===== src/rtl/nibble_add_seq.sv =====
// nibble_add_seq: sequential wide adder that pushes one 4-bit slice per
// clock through a single shared full_adder4, least significant slice first,
// with the inter-slice carry held in a register. The wide result and carry
// out are published together on the completion edge only.

module full_adder4 (
    input  logic [3:0] a,
    input  logic [3:0] b,
    input  logic       c_in,
    output logic [3:0] sum,
    output logic       c_out
);
    assign {c_out, sum} = {1'b0, a} + {1'b0, b} + {4'b0000, c_in};
endmodule

module nibble_add_seq #(
    parameter int unsigned NIBBLES = 4
) (
    input  logic                   clk,
    input  logic                   rst,
    input  logic                   start,
    input  logic [4*NIBBLES-1:0]   a,
    input  logic [4*NIBBLES-1:0]   b,
    input  logic                   c_in,
    output logic                   busy,
    output logic                   done,
    output logic [4*NIBBLES-1:0]   sum,
    output logic                   c_out
);
    localparam int unsigned IW = (NIBBLES > 1) ? $clog2(NIBBLES) : 1;
    localparam logic [IW-1:0] LAST = IW'(NIBBLES - 1);

    typedef enum logic [1:0] {
        IDLE,
        RUN,
        DONE
    } state_t;

    state_t state;
    state_t state_next;

    // Operands and accumulator held as arrays of nibbles so idx selects a slice directly
    logic [NIBBLES-1:0][3:0] a_reg;
    logic [NIBBLES-1:0][3:0] b_reg;
    logic [NIBBLES-1:0][3:0] acc;
    logic [NIBBLES-1:0][3:0] acc_next;
    logic                    carry_reg;
    logic [IW-1:0]           idx;

    logic [3:0] fa_sum;
    logic       fa_cout;
    logic       accept;
    logic       last;

    full_adder4 u_fa (
        .a     (a_reg[idx]),
        .b     (b_reg[idx]),
        .c_in  (carry_reg),
        .sum   (fa_sum),
        .c_out (fa_cout)
    );

    assign accept = start && (state == IDLE || state == DONE);
    assign last   = (idx == LAST);
    assign busy   = (state == RUN);
    assign done   = (state == DONE);

    // Accumulator with the current slice merged in; also the completed result on the last slice
    always_comb begin
        acc_next      = acc;
        acc_next[idx] = fa_sum;
    end

    // State register
    always_ff @(posedge clk or posedge rst) begin
        if (rst) begin
            state <= IDLE;
        end else begin
            state <= state_next;
        end
    end

    // Next-state logic: start is only honoured in IDLE or DONE
    always_comb begin
        state_next = state;
        case (state)
            IDLE:    if (start) state_next = RUN;
            RUN:     if (last)  state_next = DONE;
            DONE:    state_next = start ? RUN : IDLE;
            default: state_next = IDLE;
        endcase
    end

    // Operand latch, per-slice accumulation and atomic result publish
    always_ff @(posedge clk or posedge rst) begin
        if (rst) begin
            a_reg     <= '0;
            b_reg     <= '0;
            acc       <= '0;
            carry_reg <= 1'b0;
            idx       <= '0;
            sum       <= '0;
            c_out     <= 1'b0;
        end else if (accept) begin
            a_reg     <= a;
            b_reg     <= b;
            carry_reg <= c_in;
            idx       <= '0;
        end else if (state == RUN) begin
            acc       <= acc_next;
            carry_reg <= fa_cout;
            if (last) begin
                sum   <= acc_next;
                c_out <= fa_cout;
            end else begin
                idx   <= idx + IW'(1);
            end
        end
    end
endmodule


===== config.mk =====
export PLATFORM = sky130hd
export DESIGN_NAME = nibble_add_seq
export DESIGN_NICKNAME = d
export VERILOG_FILES = /design/src/rtl/nibble_add_seq.sv
export SDC_FILE = /design/constraint.sdc
export NUM_CORES = 1
export LEC_CHECK = 0
export BUFFER_PORTS_ARGS = -buffer_cell sky130_fd_sc_hd__buf_4
export CAP_MARGIN = 10
export CORE_MARGIN = 3
export CORE_UTILIZATION = 50
export DETAILED_ROUTE_END_ITERATION = 16
export PLACE_DENSITY = 0.75
export SYNTH_ARGS = -nofsm -noshare
export SYNTH_HDL_FRONTEND = slang
export SYNTH_SLANG_ARGS = --single-unit

===== constraint.sdc =====
create_clock -name clk -period 2.7 [get_ports clk]
set_clock_uncertainty 0.1 [all_clocks]
set_input_delay 0.405 -clock clk [delete_from_list [all_inputs] [get_ports clk]]
set_output_delay 0.405 -clock clk [all_outputs]
set_load 0.01 [all_outputs]

Yosys cells after proc, flatten, opt, wreduce, memory -nomap -nowiden
Cells that the tools add are included.
W data, S select, Z words.
{"block": "totals", "output_inout_bits": 19, "elab_cells": 54, "input_bits": 36, "reg_bits": 70}
{"block": "classes", "mux": 16, "order_cmp": 2, "reduce_logical": 9, "eq_ne": 6, "addsub": 3, "n_bitwise": 1}
{"operator": "$bmux W4 S2", "count": 2}
{"operator": "$bwmux W16", "count": 1}
{"operator": "$mux W4", "count": 3}
{"operator": "$mux W2", "count": 5}
{"operator": "$demux W4 S2", "count": 1}
{"operator": "$pmux W2 S3", "count": 1}
{"operator": "$reduce_and A2 Y1", "count": 3}
{"operator": "$add A4 B4 Y5", "count": 1}
{"operator": "$add A5 B1 Y5", "count": 1}
{"operator": "$eq A2 B2 Y1 const B", "count": 2}
{"operator": "$ne A2 B2 Y1 const B", "count": 2}
{"operator": "$lt A2 B3 Y1 const B", "count": 1}
{"operator": "$mux W1", "count": 3}
{"operator": "$reduce_and A3 Y1", "count": 1}
{"operator": "$add A2 B1 Y2 const B", "count": 1}
{"operator": "$eq A2 B1 Y1 const B", "count": 1}
{"operator": "$ge A2 B1 Y1 const B", "count": 1}
{"operator": "$logic_and A1 B1 Y1", "count": 2}
{"operator": "$logic_not A2 Y1", "count": 1}
{"operator": "$ne A2 B1 Y1 const B", "count": 1}
{"operator": "$reduce_bool A2 Y1", "count": 1}
{"operator": "$logic_or A1 B1 Y1", "count": 1}
{"operator": "$not A1 Y1", "count": 1}

Longest topological paths before layout
{"block": "depth", "depth_word": 6, "depth_mapped": 8, "mapped_depth_nobuf": 7}

Modules after synthesis
From an unflattened synthesis, not the netlist that was laid out.
{"block": "unflattened", "hier_cells": 281, "area_unflattened_um2": 3094.2}
{"module": "nibble_add_seq", "instances": 1, "seq_area_each_um2": 1651.6, "cells_per_inst": 265, "area_per_inst_um2": 2950.3}
{"module": "full_adder4", "instances": 1, "seq_area_each_um2": 0.0, "cells_per_inst": 16, "area_per_inst_um2": 143.9}

Least setup slack after synthesis
Ideal clock, no wire load.
{"block": "synth_timing", "kind": "register to register", "from": "register idx[0]", "to": "register acc[11] (netlist name)", "path_stages_with_launch": 8, "n_path_buf": 2, "arrival_ns": 2.269, "setup_time_ns": 0.124, "slack_ns": 0.207, "path_cell_list": "dfrtp_1 -> buf_2 -> mux4_2 -> ha_1 -> a21oi_1 -> buf_4 -> a211oi_1 -> a211o_1"}
{"block": "synth_between", "elab_chain_cells": 5, "elab_cells_between_ends": 12, "cone_classes": "add/sub (2); order compare (2); mux (7); reduce/logical (1)"}
{"element": "start: declaration", "line": "48", "rtl": "logic [IW-1:0] idx;"}
{"element": "start signal: assignment", "line": "116", "rtl": "idx <= idx + IW'(1);"}
{"element": "$bmux W4 S2, or another cell as far along", "line": "56", "rtl": ".a (a_reg[idx]),"}
{"element": "$mux W4 (implied by the code), or another cell as far along", "line": "56"}
{"element": "$add A4 B4 Y5 / $mux W4 (equally long branches)", "line": "13, 71"}
{"element": "$add A5 B1 Y5 / $demux W4 S2 (equally long branches)", "line": "13, 71"}
{"element": "$bwmux W16 *", "line": "71", "rtl": "acc_next[idx] = fa_sum;"}
{"element": "end signal: assignment", "line": "110", "rtl": "acc <= acc_next;"}
{"element": "end: declaration", "line": "45", "rtl": "logic [NIBBLES-1:0][3:0] acc;"}
Mark *: on every way between the ends. The rest lies on a longest branch, timed or not. The select of a mux whose other input is x is not followed.
A chain may end at the register's enable or synchronous reset.

Worst setup path after layout
{"block": "layout_timing", "from": "register idx[0]", "to": "register acc[7] (netlist name)"}
The elaborated chain is that of the path after synthesis.

==> metrics.csv <==
stage;metric;value;unit
timing;max_freq;398;MHz
yosys;synthTopCellsByArea;sky130_fd_sc_hd__dfrtp_1 53%, sky130_fd_sc_hd__mux2_2 11%, sky130_fd_sc_hd__mux4_2 5.7%;
timing;finalSetupViolCount;0;
global_route;fraction_of_met2_tracks_used_by_global_routing;28.9;%
clock_network;tritoncts.num_buffers;9;
yosys;async_reset_ff_share;100;%
yosys;syn_avg_cell_area;12.3;um2
yosys;yosysUniqueCellTypes;33;
yosys;yosys_register_bits;66;
critical_path;crit_path_cell_trace;buf_4, mux4_2, ha_1, a21oi_1, buf_4, a211oi_1, a211o_1;
final_layout;most_common_library_cell_in_the_layout_ignoring_fill_and_taps;sky130_fd_sc_hd__dfrtp_1;
yosys;netlist.area_leader.share;52.6;%
global_route;first_global_vias;2106;
routing;route.detailed.vias_per_inst;5.21;
critical_path;setup_crit_start_kind;flip-flop;
routing;detail_route.drc_violations;0;
routing;drt-initial-drc-count;94;
routing;drt-wirelength-per-cell;15.3;um
yosys;synthesis.instances;256;
timing;slew-limit-headroom;65.2;%
pwr;power_leakage;0.00179;uW
clock_network;worst_path_clk_slew;0.07;ns
clock_network;numClockSinks;66;
yosys;yosysWarningCount;0;
timing;final_max_slew_viol_count;0;
floorplan;initial_utilization;52.4;%
yosys;synth_area;3140;um2
floorplan;placement_rows;28;
job;cap_violations;0;
final_layout;final_cell_area;3860;um2
critical_path;crit_required;2.82;ns
global_route;globalRouteOverflowTotal;0;
floorplan;num_io_pins;55;
routing;antenna_left;0;
critical_path;timing.critical_path.to_type;flip-flop;
routing;detailroute.via_count;2056;
final_layout;num_antenna_cells;0;
yosys;synth.net_count;301;
clock_network;tritoncts;yes;
critical_path;reg2regPathDepth;7;
global_route;grt_max_degree;37;
routing;postRouteWirelength;6050;um
critical_path;crit_slowest_cell;sky130_fd_sc_hd__mux4_2;
placement;dp.final_hpwl;4460;um
final_layout;final_nets;362;
clock_network;clockBufferDepth;2;
placement;port-buffer-count;54;
global_route;groute.usage.overall;18.2;%
pwr;p_per_area;1430;nW/um2
critical_path;timing.setup.critical_path_class;reg2reg;
yosys;synth_largest_area_cell;sky130_fd_sc_hd__dfrtp_1;
status;outcome;completed;
global_route;grtUsageMet3;6.31;%
timing;final.setup.tns;0;ns
final_layout;post_route_cells_drive_above_1_share;39.1;%
pwr;worst_ir_drop_vdd;599;uV
placement;post_place_cell_area;3640;um2
floorplan;design.die.area;7270;um2
pwr;total_power;5530;uW
critical_path;critical-path-max-stage-delay;0.51;ns
critical_path;timing.critical_path.fanout_max;14;
worst_hold_path;hold_path_class;in2reg;
timing;fin_crit_sh;93.1;%
global_route;antenna_found_initial;0;
yosys;synth-main-ff-cell;sky130_fd_sc_hd__dfrtp_1;
clock_network;h_tree_level_count;3;
routing;detail_route.first_pass.iterations;4;
timing;max_slew.worst_pin.slew;0.521;ns
timing;post-route-min-period;2.51;ns
final_layout;commonest_cells_after_routing_fill_and_taps_aside;66 x sky130_fd_sc_hd__dfrtp_1, 64 x sky130_fd_sc_hd__buf_4, 32 x sky130_fd_sc_hd__mux2_2;
clock_network;clkLatencyLatePin;0.35;ns
floorplan;fp.dieH;85.2;um
global_route;first_pass_grt_wire_length;10200;um
worst_hold_path;worstHoldPathCells;2;
yosys;count_of_flip_flops_with_a_built_in_enable_after_synthesis;0;
floorplan;die_w;85.2;um
global_route;global_routing_usage_on_met1;23.1;%
critical_path;critPathMostFrequentCell;sky130_fd_sc_hd__buf_4;
global_route;grt_busiest_layer;met2;
timing;finalHoldViolations;0;
placement;gpl.final_weighted_congestion;0.792;
timing;unrepaired_setup_endpoints_after_global_routing;no;
yosys;yosysSeqAreaShare;52.6;%
floorplan;core_region_area;5990;um2
critical_path;arrival;2.64;ns
final_layout;areaGrowthSynthToFinish;22.8;%
clock_network;cts_root_buf;sky130_fd_sc_hd__clkbuf_8;
-- stage by stage --
step	std cells	hold slack [ns]	utilization, %	setup slack (ns)
6_report	395	0.188	64.4	0.185
5_1_grt	395	0.173	64.4	0.0255
4_1_cts	394	0.171	64.1	0.0192
3_5_place_dp	379	0.366	60.7	0.0366
3_3_place_gp	379	0.358	60.7	0.108
2_1_floorplan	256	0.345	-	0.207
-- worst paths after layout --
| check | start | slack, ns | end |
|---|---|---|---|
| setup / recovery | idx[0]$_DFFE_PP0P_ | 0.19 | acc[7]$_DFFE_PP0P_ |
| hold / removal | b[1] | 0.19 | b_reg[1]$_DFFE_PP0P_ |
| setup reg to reg | idx[0]$_DFFE_PP0P_ | 0.19 | acc[7]$_DFFE_PP0P_ |
| hold reg to reg | acc[0]$_DFFE_PP0P_ | 0.38 | acc[0]$_DFFE_PP0P_ |
| max in group asynchronous | rst | 1.39 | b_reg[3]$_DFFE_PP0P_ |
| min in group asynchronous | rst | 0.55 | acc[11]$_DFFE_PP0P_ |
-- logic make-up (layout without fill, tap and decap cells) --
group	after synthesis	in the layout	share of synthesized area, %
xor+xnor	3	3	0.837
compound gates	41	41	8.17
simple gates	58	58	9.88
mux	48	48	19.8
fa+ha+maj	9	9	4.07
buf+inv	31	95	4.66
flops	66	66	52.6
-- worst max-delay path, delay by kind of cell, from the launching register on --
family                     cells  cell delay [ns]
buffers and inverters          2             0.39
muxes                          1             0.51
adders and majority gates      1             0.41
AOI/OAI and AO/OA              3             0.53
DFF                            1             0.46
-- Yosys cell counts, drive strengths merged (4+ instances only) --
library cell and instances:
inv 15, nor2b 7, mux4 8, clkbuf 4
o21ai 23, mux2 32, nand3b 5, a211o 4
dfrtp 66, nand4 4, ha 7, mux2i 8
buf 12, nand3 4, nand2 24, nor2 5
-- report_power, final --
group          internal [uW]  switching, uW
logic                   1420           1510
registers               1480            295
clock network            467            358
total                   3360           2160
-- area by class of cell --
type,instances,area [um2]
Tap cell,75,93.8
Clock buffer,12,155
Clock inverter,2,37.5
Multi-Input combinational cell,159,1350
Sequential cell,66,1650
Fill cell,481,2130
Inverter,15,56.3
Timing Repair Buffer,66,510
-- routing by layer --
| layer | routed length [um] | vias to the layer above |
|---|---|---|
| li1 | - | 1023 |
| met1 | 2710 | 976 |
| met2 | 2900 | 48 |
| met3 | 342 | 9 |
| met4 | 93 | 0 |
| met5 | 0 | - |
-- repair_timing --
| item | in CTS | in global routing |
|---|---|---|
| endpoints found under the hold margin | 5 | 0 |
| hold buffers | 1 | 0 |
| buffers inserted | 0 | 1 |
| setup endpoints to repair | 0 | 10 |
| gates resized for setup | 0 | 1 |
No activity file was read; power rests on OpenSTA's default activity.
